--- src/rtl/timer_pkg.sv ---
// Shared definitions for the machine-timer compare block: register indices,
// CTRL bit positions and the compare state encoding.
`timescale 1ns/1ps
package timer_pkg;

  localparam logic [2:0] REG_CMP_LO  = 3'd0;
  localparam logic [2:0] REG_CMP_HI  = 3'd1;
  localparam logic [2:0] REG_CTRL    = 3'd2;
  localparam logic [2:0] REG_PERIOD  = 3'd3;
  localparam logic [2:0] REG_SNAP_LO = 3'd4;
  localparam logic [2:0] REG_SNAP_HI = 3'd5;

  localparam int CTRL_EN   = 0;
  localparam int CTRL_PER  = 1;
  localparam int CTRL_PEND = 2;

  typedef enum logic [1:0] {
    IDLE  = 2'd0,
    ARMED = 2'd1,
    FIRED = 2'd2,
    HALF  = 2'd3
  } cmp_state_t;

endpackage

--- src/rtl/timer_snap.sv ---
// Atomic mtime snapshot: reading SNAP_LO captures the upper word so a later
// SNAP_HI read pairs with it, regardless of carries in between.
`timescale 1ns/1ps
module timer_snap
  import timer_pkg::*;
(
  input  logic        clock,
  input  logic        reset,
  input  logic        rd,
  input  logic [2:0]  idx,
  input  logic [63:0] mtime,
  output logic [31:0] rdata
);

  logic [31:0] snap_hi;

  always_ff @(posedge clock or negedge reset) begin
    if (!reset)                        snap_hi <= '0;
    else if (rd && idx == REG_SNAP_LO) snap_hi <= mtime[63:32];
  end

  always_comb begin
    rdata = '0;
    case (idx)
      REG_SNAP_LO: rdata = mtime[31:0];
      REG_SNAP_HI: rdata = snap_hi;
      default:     rdata = '0;
    endcase
  end

endmodule

--- src/rtl/timer_cmp_ctrl.sv ---
// Machine-timer compare/interrupt controller: 64-bit compare against mtime,
// one-shot or periodic reload, torn-write protection and snapshot reads.
`timescale 1ns/1ps
module timer_cmp_ctrl
  import timer_pkg::*;
#(
  parameter logic [31:0] RESET_PERIOD = 32'd1000
) (
  input  logic        clock,
  input  logic        reset,
  input  logic        sel,
  input  logic        we,
  input  logic [31:0] addr,
  input  logic [31:0] din,
  input  logic [63:0] mtime,
  output logic [31:0] dout,
  output logic        irq
);

  cmp_state_t  state, state_d;
  logic [63:0] cmp;
  logic [31:0] period;
  logic        en, periodic, pending;
  logic [31:0] snap_rdata;

  logic [2:0] idx;
  logic       wr, rd, wr_lo, wr_hi, wr_ctrl, wr_per, hit;
  logic       unused_addr;

  assign idx         = addr[4:2];
  assign unused_addr = ^{addr[31:5], addr[1:0]};
  assign wr          = sel & we;
  assign rd          = sel & ~we;
  assign wr_lo       = wr && idx == REG_CMP_LO;
  assign wr_hi       = wr && idx == REG_CMP_HI;
  assign wr_ctrl     = wr && idx == REG_CTRL;
  assign wr_per      = wr && idx == REG_PERIOD;
  assign hit         = (state == ARMED) && (mtime >= cmp);

  // Bus writes override the FSM; an en=0 write overrides everything.
  always_comb begin
    state_d = state;
    case (state)
      IDLE:    if (wr_ctrl && din[CTRL_EN]) state_d = ARMED;
      ARMED:   if (hit && !periodic)        state_d = FIRED;
      FIRED:   if (wr_hi)                   state_d = ARMED;
      HALF:    if (wr_hi)                   state_d = ARMED;
      default: state_d = IDLE;
    endcase
    if (wr_hi && state != IDLE)                  state_d = ARMED;
    if (wr_lo && (state == ARMED || state == FIRED || state == HALF))
      state_d = HALF;
    if (wr_ctrl && !din[CTRL_EN])                state_d = IDLE;
  end

  always_ff @(posedge clock or negedge reset) begin
    if (!reset) state <= IDLE;
    else        state <= state_d;
  end

  // A bus write to either half discards any reload in the same cycle.
  always_ff @(posedge clock or negedge reset) begin
    if (!reset)                cmp <= '1;
    else if (wr_lo)            cmp[31:0]  <= din;
    else if (wr_hi)            cmp[63:32] <= din;
    else if (hit && periodic)  cmp <= cmp + {32'b0, period};
  end

  always_ff @(posedge clock or negedge reset) begin
    if (!reset) begin
      en       <= 1'b0;
      periodic <= 1'b0;
      pending  <= 1'b0;
      period   <= RESET_PERIOD;
      irq      <= 1'b0;
    end else begin
      if (wr_ctrl) begin
        en       <= din[CTRL_EN];
        periodic <= din[CTRL_PER];
      end
      if (wr_per) period <= din;
      pending <= (pending & ~(wr_ctrl & din[CTRL_PEND])) | hit;
      irq     <= pending & en;
    end
  end

  timer_snap u_snap (
    .clock (clock),
    .reset (reset),
    .rd    (rd),
    .idx   (idx),
    .mtime (mtime),
    .rdata (snap_rdata)
  );

  always_ff @(posedge clock or negedge reset) begin
    if (!reset) dout <= '0;
    else if (rd) begin
      case (idx)
        REG_CMP_LO:  dout <= cmp[31:0];
        REG_CMP_HI:  dout <= cmp[63:32];
        REG_CTRL:    dout <= {29'b0, pending, periodic, en};
        REG_PERIOD:  dout <= period;
        REG_SNAP_LO,
        REG_SNAP_HI: dout <= snap_rdata;
        default:     dout <= '0;
      endcase
    end
  end

endmodule

--- config.mk ---
export PLATFORM = sky130hd
export DESIGN_NAME = timer_cmp_ctrl
export DESIGN_NICKNAME = d
export VERILOG_FILES = /design/src/rtl/timer_pkg.sv /design/src/rtl/timer_snap.sv /design/src/rtl/timer_cmp_ctrl.sv
export SDC_FILE = /design/constraint.sdc
export NUM_CORES = 1
export LEC_CHECK = 0
export ABC_AREA = 1
export CORE_AREA = 4 4 172 174
export CTS_CLUSTER_DIAMETER = 200
export DETAILED_ROUTE_END_ITERATION = 16
export DIE_AREA = 0 0 176 178
export GPL_TIMING_DRIVEN = 0
export PLACE_DENSITY = 0.72
export SETUP_SLACK_MARGIN = 0.15
export SLEW_MARGIN = 30
export SYNTH_ARGS = -nofsm -noshare
export SYNTH_HDL_FRONTEND = slang
export SYNTH_SLANG_ARGS = --single-unit
--- constraint.sdc ---
create_clock -name clock -period 4.02 [get_ports clock]
set_input_delay 0.804 -clock clock [delete_from_list [all_inputs] [get_ports clock]]
set_output_delay 0.804 -clock clock [all_outputs]
set_load 0.02 [all_outputs]
# == Yosys cells after proc, flatten, opt, wreduce, memory -nomap -nowiden ==
# Cells that the tools add are included.
# totals
input_bits,132
wordCells,72
ff_bits,166
# op_classes
n_eq_ne,12
mux,13
addsub,1
bitwise,9
reduce_logical,26
magnitude_cmp,1
# ops
operator,n
$pmux W32 S5,1
$mux W32,3
$add A64 B32 Y64,1
$ge A64 B64 Y1,1
$mux W64,1
$pmux W32 S2,1
$logic_and A1 B1 Y1,12
$mux W2,6
$ne A5 B1 Y1 const B,2
$eq A3 B2 Y1 const B,2
$eq A3 B3 Y1 const B,2
$pmux W2 S3,1
$reduce_bool A2 Y1,3
$and A1 B1 Y1,5
$ne A5 B5 Y1 const B,1
$eq A2 B2 Y1 const B,2
$reduce_and A2 Y1,2
$reduce_or A2 Y1,2
$eq A3 B1 Y1 const B,1
$logic_not A3 Y1,1
$not A1 Y1,3
$reduce_and A3 Y1,1
$eq A2 B1 Y1 const B,1
$logic_not A1 Y1,2
4 further kinds,5

# == Depth between registers and ports, before layout ==
# Gate-level depths: netlist (run 1).
# logic_depth
depth_word,8
mapped_depth,20
depth_no_buf,19

# == Hierarchy ==
# From an unflattened synthesis (run 1), not the netlist that was laid out.
# hier_totals
hier_cells,2122
hier_area_um2,13957.1
# by_module_without_submodules
module,area_per_inst_um2,n_inst,seq_area_each_um2,cells_each
timer_cmp_ctrl,12086.6,1,3440.8,1871
timer_snap,1870.5,1,800.8,251

# == Worst setup path before layout (run 1) ==
# OpenSTA, ideal clock, no wires.
# synth_timing
path_type,input port to flip-flop
startpoint,in mtime[63]
endpoint,reg cmp[40]
t_arrival_ns,2.254
cell_stages,15
path_slack_ns,1.690
required_time_ns,3.944
setup_time_ns,0.076
cell_sequence,ha_1 > nand2_1 > inv_1 > nand3_1 > nor3_2 > nand3_1 > a21oi_1 > nor2_1 > nand2_2 > nand3_1 > nand2_4 > nand2_4 > buf_6 > nand2_1 > nand2_1
# synth_between
elab_chain_len,5
# synth_lines
item,line_no,rtl
"start, declared",timer_cmp_ctrl.sv:15,"input logic [63:0] mtime,"
$ge A64 B64 Y1,timer_cmp_ctrl.sv:38,assign hit = (state == ARMED) && (mtime >= cmp);
$logic_and A1 B1 Y1,timer_cmp_ctrl.sv:38,
$logic_and A1 B1 Y1,timer_cmp_ctrl.sv:66,"else if (hit && periodic) cmp <= cmp + {32'b0, period};"
$reduce_bool A2 Y1 (no line),--,
$reduce_and A2 Y1 (no line),--,
"end signal, assigned",timer_cmp_ctrl.sv:65,else if (wr_hi) cmp[63:32] <= din;
"end signal, assigned",timer_cmp_ctrl.sv:66,
"end, declared",timer_cmp_ctrl.sv:21,logic [63:0] cmp;
# No other way between the ends.
# A chain may end at the register's enable or synchronous reset.

# == Worst setup path after layout (run 1) ==
# layout_timing
startpoint,reg cmp[0]
endpoint,reg cmp[40]
# layout_between
elab_chain_len,5
elab_cells_between_ends,8
classes_between,1 x add/sub; 1 x order compare; 2 x mux; 4 x reduce/logical
# layout_lines
item,line_no,rtl
"start signal, assigned",timer_cmp_ctrl.sv:64,else if (wr_lo) cmp[31:0] <= din;
"start signal, assigned",timer_cmp_ctrl.sv:66,
$ge A64 B64 Y1,timer_cmp_ctrl.sv:38,
$logic_and A1 B1 Y1,timer_cmp_ctrl.sv:38,
$logic_and A1 B1 Y1,timer_cmp_ctrl.sv:66,
$reduce_bool A2 Y1 (no line),--,
$reduce_and A2 Y1 (no line),--,
# Parallel ways exist; a longest one is shown, timed or not. The select of a mux whose other input is x is not followed.

==> results.py, run 1 <==
metrics = {
    "floorplanning": {
        "start_util": 0.499,
        "core_sq_um": 27800,
        "std_cell_rows": 61,
        "fp.dieW_um": 176,
        "die_area_sq_um": 31300,
        "die_h_um": 178,
        "io_pins": 165,
    },
    "power_and_ir_drop": {
        "clock_power_share": 0.179,
        "power.density_nw_per_um2": 602,
        "p_leak_nw": 8.05,
        "internal_power_mw": 5.08,
        "p_comb_frac": 0.506,
        "power_frac_seq": 0.315,
        "p_sw_frac": 0.483,
        "ir_drop_mv": 0.418,
        "switchingPower_mw": 4.75,
    },
    "synthesis": {
        "ys_seq_elements": 166,
        "yosysWarnings": 0,
        "async_flop_share": 1.00,
        "syn-num-nets": 2297,
        "synth_edf_count": 0,
        "synth_cells": 2068,
        "synth_area_per_cell_sq_um": 6.70,
        "ys_types": 50,
        "synth_area_sq_um": 13900,
        "ys_seq_area_frac": 0.306,
        "synth_ff_type": "dfrtp_1",
    },
    "timing": {
        "fmax_ghz": 0.326,
        "setup_viol": 0,
        "skew_ns": 0.0154,
        "maxSlewHeadroom": 0.514,
        "fin_ws_ns": 0.951,
        "drv_slew": 0,
        "period_minus_slack_ns": 3.07,
        "rsz0062_at_grt": "no",
        "period_share": 0.763,
        "final-hold-violation-count": 0,
        "tns_ns": 0,
        "worst_pin_slew_ns": 0.729,
    },
    "grt": {
        "grt_usage": 0.360,
        "grt_max_degree": 92,
        "use_met3": 0.0678,
        "antenna_found_initial": 2,
        "overflow": 0,
        "top_usage_layer": "met2",
        "grt_pass1_vias": 13900,
        "grt_pass1_wl_um": 84000,
        "use_met2": 0.575,
        "gr-usage-met1": 0.488,
    },
    "clocking": {
        "clkTransAtPathRegs_ns": 0.08,
        "clk_path_buf_depth": 2,
        "clock_sink_count": 166,
        "insertion_delay_ns": 0.46,
        "cts_tree": "yes",
        "cts_resized": 0,
        "cts_buffers": 17,
        "ctsRootBufferMaster": "clkbuf_16",
        "htreeDepth": 4,
        "cts_hold_buffers": 0,
        "post_cts_buffers": 0,
    },
    "drt": {
        "viasPerCell": 5.69,
        "drtIter0Drc": 1593,
        "vias": 14900,
        "ant_nets": 0,
        "firstDrtPassIters": 7,
        "drt_wl_total_um": 56800,
        "wl_per_cell_um": 21.7,
        "drcViolationCount": 0,
    },
    "worst_setup_path": {
        "worst-path-max-fanout": 5,
        "critPathKind": "flip-flop to flip-flop",
        "worstPathArrival_ns": 3.47,
        "crit_buf_inv": 2,
        "worstSetupStartpointType": "flip-flop",
        "worstSetupEndpointType": "flip-flop",
        "max_stage_delay_ns": 0.58,
        "critical_path.startpoint": "cmp[0]",
        "cp.required_ns": 4.42,
        "critPathTopFamily": "simple AND/OR/NAND/NOR gates",
        "cp_common_cell": "nand2_1",
        "r2r_start": "cmp[0]",
        "crit_chain": "ha_1, inv_1, fa_1, inv_1, nand3_1, nand3_2, nand2_1, nand2_1, nand2_1, nand2_1, nand2_1, nand3_1, nand2_1, nand2_1, nand3_1, nand2_1, nand3_1, nand2_1",
        "critPathSlowestCell": "dfstp_2",
    },
    "place": {
        "io_buffers": 135,
        "place_ws_ns": 0.548,
        "dp_cells": 2582,
        "gp_congestion": 1.03,
        "dp_hpwl_um": 47400,
        "dpl_cell_area_sq_um": 15700,
    },
    "worst_hold_path": {
        "hp-class": "input port to async pin",
    },
    "final_layout": {
        "nets": 2452,
        "design_area_sq_um": 16300,
        "layout_common_cells": "nand2_1 (749), inv_1 (257), nand3_1 (157)",
        "mostFrequentLayoutCell": "nand2_1",
        "diodes": 0,
        "final_layout_size_suffix_gt1_frac": 0.101,
        "areaGrowthSynthToFinish_pct": 17.8,
        "final_cell_count_no_fill": 2614,
    },
    "flow_run": {
        "drv_cap": 0,
    },
    "status": {
        "outcome": "complete, no violations",
    },
}
-- worst paths after layout --
kind,endpoint,slack [ns],depth (start not counted)
setup / recovery,cmp[40],0.95,18
hold / removal,period[4],0.33,1
setup reg to reg,cmp[40],0.95,18
hold reg to reg,dout[3],0.48,2
min in group clock,dout[3],0.48,2
max in group asynchronous,cmp[20],2.83,2
-- state kept, by name (all words and copies together) (netlist names) --
signal	cells
periodic	1
period	32
en	1
pending	1
state	2
u_snap.snap_hi	32
dout	32
cmp	64
irq	1
-- synth_stat cells (all sizes together), types with 30 or more instances --
cell type | number | area, sq um
a21oi | 95 | 475
buf | 37 | 245
dfrtp | 96 | 2400
dfstp | 70 | 1840
ha | 96 | 1200
inv | 270 | 1010
mux2 | 39 | 439
nand2 | 759 | 2880
nand3 | 162 | 836
nor2 | 147 | 597
nor3 | 30 | 231
o21ai | 112 | 564
-- per-stage QoR --
step / power, mW / utilization / hold slack (ns)
3_3_place_gp: 7.80 / 0.565 / 0.457
6_report: 9.83 / 0.588 / 0.330
2_1_floorplan: 6.09 / - / 0.448
3_5_place_dp: 7.91 / 0.566 / 0.464
5_1_grt: 10.5 / 0.588 / 0.370
4_1_cts: 9.66 / 0.588 / 0.344
-- per-layer routing --
metal  part of all wire  routed length (um)
met1               0.42               24000
met2               0.44               25100
met3              0.095                5400
met4              0.040                2280
met5            0.00044                  25
-- area by class of cell --
cell class              count  area (sq um)
fillers                  2728         11500
clock buffers              17           425
inverters                 271          1020
plain buffers              60           332
clock inverters            15           181
repair buffers            136          1380
well taps                 378           473
multi-input cells        1571          8270
flip-flops and latches    166          4240
-- worst register-to-register path, cell delays in order (launching register included) --
cell	delay, ns
dfstp_2	0.58
ha_1	0.33
inv_1	0.11
fa_1	0.41
inv_1	0.10
nand3_1	0.08
nand3_2	0.14
nand2_1	0.07
nand2_1	0.16
nand2_1	0.08
nand2_1	0.20
nand2_1	0.08
nand3_1	0.21
nand2_1	0.09
nand2_1	0.06
nand3_1	0.06
nand2_1	0.08
nand3_1	0.08
nand2_1	0.10
-- cells by family (layout without fill, tap and decap cells) --
family / after synthesis / count (layout) / share of synthesized area
xor gates and xnor gates: 27 / 27 / 0.0171
DFF: 166 / 166 / 0.306
AOI/OAI and AO/OA: 270 / 270 / 0.113
and+or+nand+nor: 1138 / 1138 / 0.347
muxes: 39 / 39 / 0.0317
buffers and inverters: 331 / 499 / 0.0973
adders and majority gates: 97 / 97 / 0.0881
-- power by group through the flow --
| stage | clock (mW) | combinational [mW] | sequential (mW) |
|---|---|---|---|
| after CTS | 1.76 | 4.85 | 3.05 |
| after detailed placement | 0 | 4.83 | 3.08 |
| after global placement | 0 | 4.74 | 3.06 |
| final | 1.76 | 4.97 | 3.10 |
| after global routing | 1.84 | 5.48 | 3.14 |
| after floorplan | 0 | 3.20 | 2.88 |
Note: power is estimated with default switching activity, not from simulation.
==> run 2: changes to the inputs <==
- PLACE_DENSITY: 0.72 -> 0.75
- clock period: 4.02 -> 2.7 ns (I/O delays scaled with it)
==> results.py, run 2 (same netlist as run 1, synthesis figures left out) <==
metrics = {
    "status": {
        "outcome": "finished, violations left",
        "violations": "negative setup slack",
    },
    "grt": {
        "grt_pass1_wl_um": 85500,
        "overflow": 0,
        "grt_max_degree": 86,
        "grt_usage": 0.368,
        "antenna_found_initial": 2,
        "grt_pass1_vias": 14300,
    },
    "drt": {
        "drtIter0Drc": 1913,
        "wl_per_cell_um": 22.3,
        "drt_wl_total_um": 59000,
        "firstDrtPassIters": 6,
        "vias": 15100,
        "ant_nets": 0,
        "viasPerCell": 5.70,
        "drcViolationCount": 0,
    },
    "power_and_ir_drop": {
        "total_power_mw": 15.6,
        "ir_drop_mv": 0.670,
        "power.density_nw_per_um2": 903,
        "p_leak_nw": 8.42,
    },
    "final_layout": {
        "top_register": "cmp",
        "mostFrequentLayoutCell": "nand2_1",
        "final_layout_size_suffix_gt1_frac": 0.168,
        "areaGrowthSynthToFinish_pct": 24.8,
        "final_cell_count_no_fill": 2647,
        "diodes": 0,
        "largest_reg_flops": 64,
        "final_util": 0.623,
        "design_area_sq_um": 17300,
        "fill_cells": 2620,
        "layout_common_cells": "nand2_1 (684), inv_1 (250), clkdlybuf4s50_1 (134)",
        "nets": 2485,
    },
    "timing": {
        "period_minus_slack_ns": 2.75,
        "skew_ns": 0.0167,
        "tns_ns": -0.603,
        "setup_viol": 36,
        "maxSlewHeadroom": 0.443,
        "fmax_ghz": 0.364,
        "final-hold-violation-count": 0,
        "fin_ws_ns": -0.0502,
        "drv_slew": 0,
        "worst_pin_slew_ns": 0.836,
        "period_share": 1.02,
        "rsz0062_at_grt": "yes",
        "holdWs_ns": 0.101,
    },
    "floorplanning": {
        "die_area_sq_um": 31300,
        "core_sq_um": 27800,
        "start_util": 0.499,
        "io_pins": 165,
        "std_cell_rows": 61,
        "die_h_um": 178,
        "fp.dieW_um": 176,
    },
    "worst_setup_path": {
        "cp_common_cell": "nand2_1",
        "crit_chain": "ha_1, nand2_1, inv_1, nand2_1, nand2_1, inv_1, nand3_1, nand2_1, nand3_2, or2_2, nand3_1, o21ai_0, nand2_1, nand2_1",
        "path_depth": 14,
        "worstSetupStartpointType": "flip-flop",
        "worstSetupEndpointType": "flip-flop",
        "critPathKind": "flip-flop to flip-flop",
        "worst-path-max-fanout": 5,
        "cp.required_ns": 3.09,
        "crit_buf_inv": 2,
        "r2r_cells": 14,
        "critPathTopFamily": "simple AND/OR/NAND/NOR gates",
        "critPathSlowestCell": "dfstp_2",
        "max_stage_delay_ns": 0.61,
        "worstPathArrival_ns": 3.14,
    },
    "clocking": {
        "ctsRootBufferMaster": "clkbuf_16",
        "cts_buffers": 17,
        "cts_hold_buffers": 0,
        "insertion_delay_ns": 0.46,
        "clkTransAtPathRegs_ns": 0.08,
        "htreeDepth": 4,
        "clock_sink_count": 166,
        "cts_tree": "yes",
        "clk_path_buf_depth": 2,
    },
    "worst_hold_path": {
        "hp-class": "input port to async pin",
    },
    "flow_run": {
        "drv_cap": 0,
    },
    "place": {
        "place_ws_ns": -0.499,
        "dp_hpwl_um": 47600,
        "gp_congestion": 1.05,
        "dpl_cell_area_sq_um": 15700,
        "io_buffers": 135,
        "dp_cells": 2582,
    },
}
-- run 2: cell count changes in the layout (fill, tap and decap cells not counted), moves of 5 or more --
cell,before,now
buf_4,9,25
buf_6,6,15
buf_8,1,6
nor2_1,137,132
nand2_2,8,66
nand2_1,749,684
ha_1,96,91
nand3_2,5,38
nand3_4,0,5
nand3_1,157,119
inv_1,257,250
-- run 2: routing by layer --
metal | track usage | share of wire | vias to the layer above
li1 | - | - | 7068
met1 | 0.489 | 0.41 | 7057
met2 | 0.579 | 0.44 | 820
met3 | 0.0816 | 0.10 | 150
met4 | 0.159 | 0.047 | 0
met5 | 0 | 0 | -
-- run 2: power breakdown --
part | switching (mW) | internal [mW]
Combinational | 5.23 | 3.19
Sequential | 1.09 | 3.63
Clock | 1.25 | 1.23
-- run 2: final cells by class --
cell class | count | area [sq um] | area share
clock buffer | 19 | 433 | 0.0250
tap | 378 | 473 | 0.0273
multi-input combinational | 1571 | 8830 | 0.511
clock inverter | 13 | 136 | 0.00788
timing repair buffer | 169 | 1760 | 0.102
inverter | 271 | 1030 | 0.0597
buffer | 60 | 389 | 0.0225
sequential | 166 | 4250 | 0.245
-- run 2: repair_timing --
item,in CTS,in global routing
pin swaps,10,40
resized for setup,85,92
gates cloned,6,3
buffers inserted,14,10
setup endpoints to repair,65,70
-- run 2: final timing paths --
kind                           start        end  slack [ns]
min reg2reg                  cmp[61]    cmp[61]        0.47
max in group asynchronous      reset    cmp[21]        1.72
max                        period[7]    cmp[25]       -0.05
min                            reset  period[4]        0.10
min in group clock           cmp[61]    cmp[61]        0.47
max reg2reg                period[7]    cmp[25]       -0.05
-- run 2: worst reg2reg max path, stage by stage (launching register included) --
cell	delay, ns
dfstp_2	0.61
ha_1	0.31
nand2_1	0.19
inv_1	0.06
nand2_1	0.07
nand2_1	0.09
inv_1	0.07
nand3_1	0.24
nand2_1	0.16
nand3_2	0.21
or2_2	0.34
nand3_1	0.07
o21ai_0	0.10
nand2_1	0.10
nand2_1	0.05
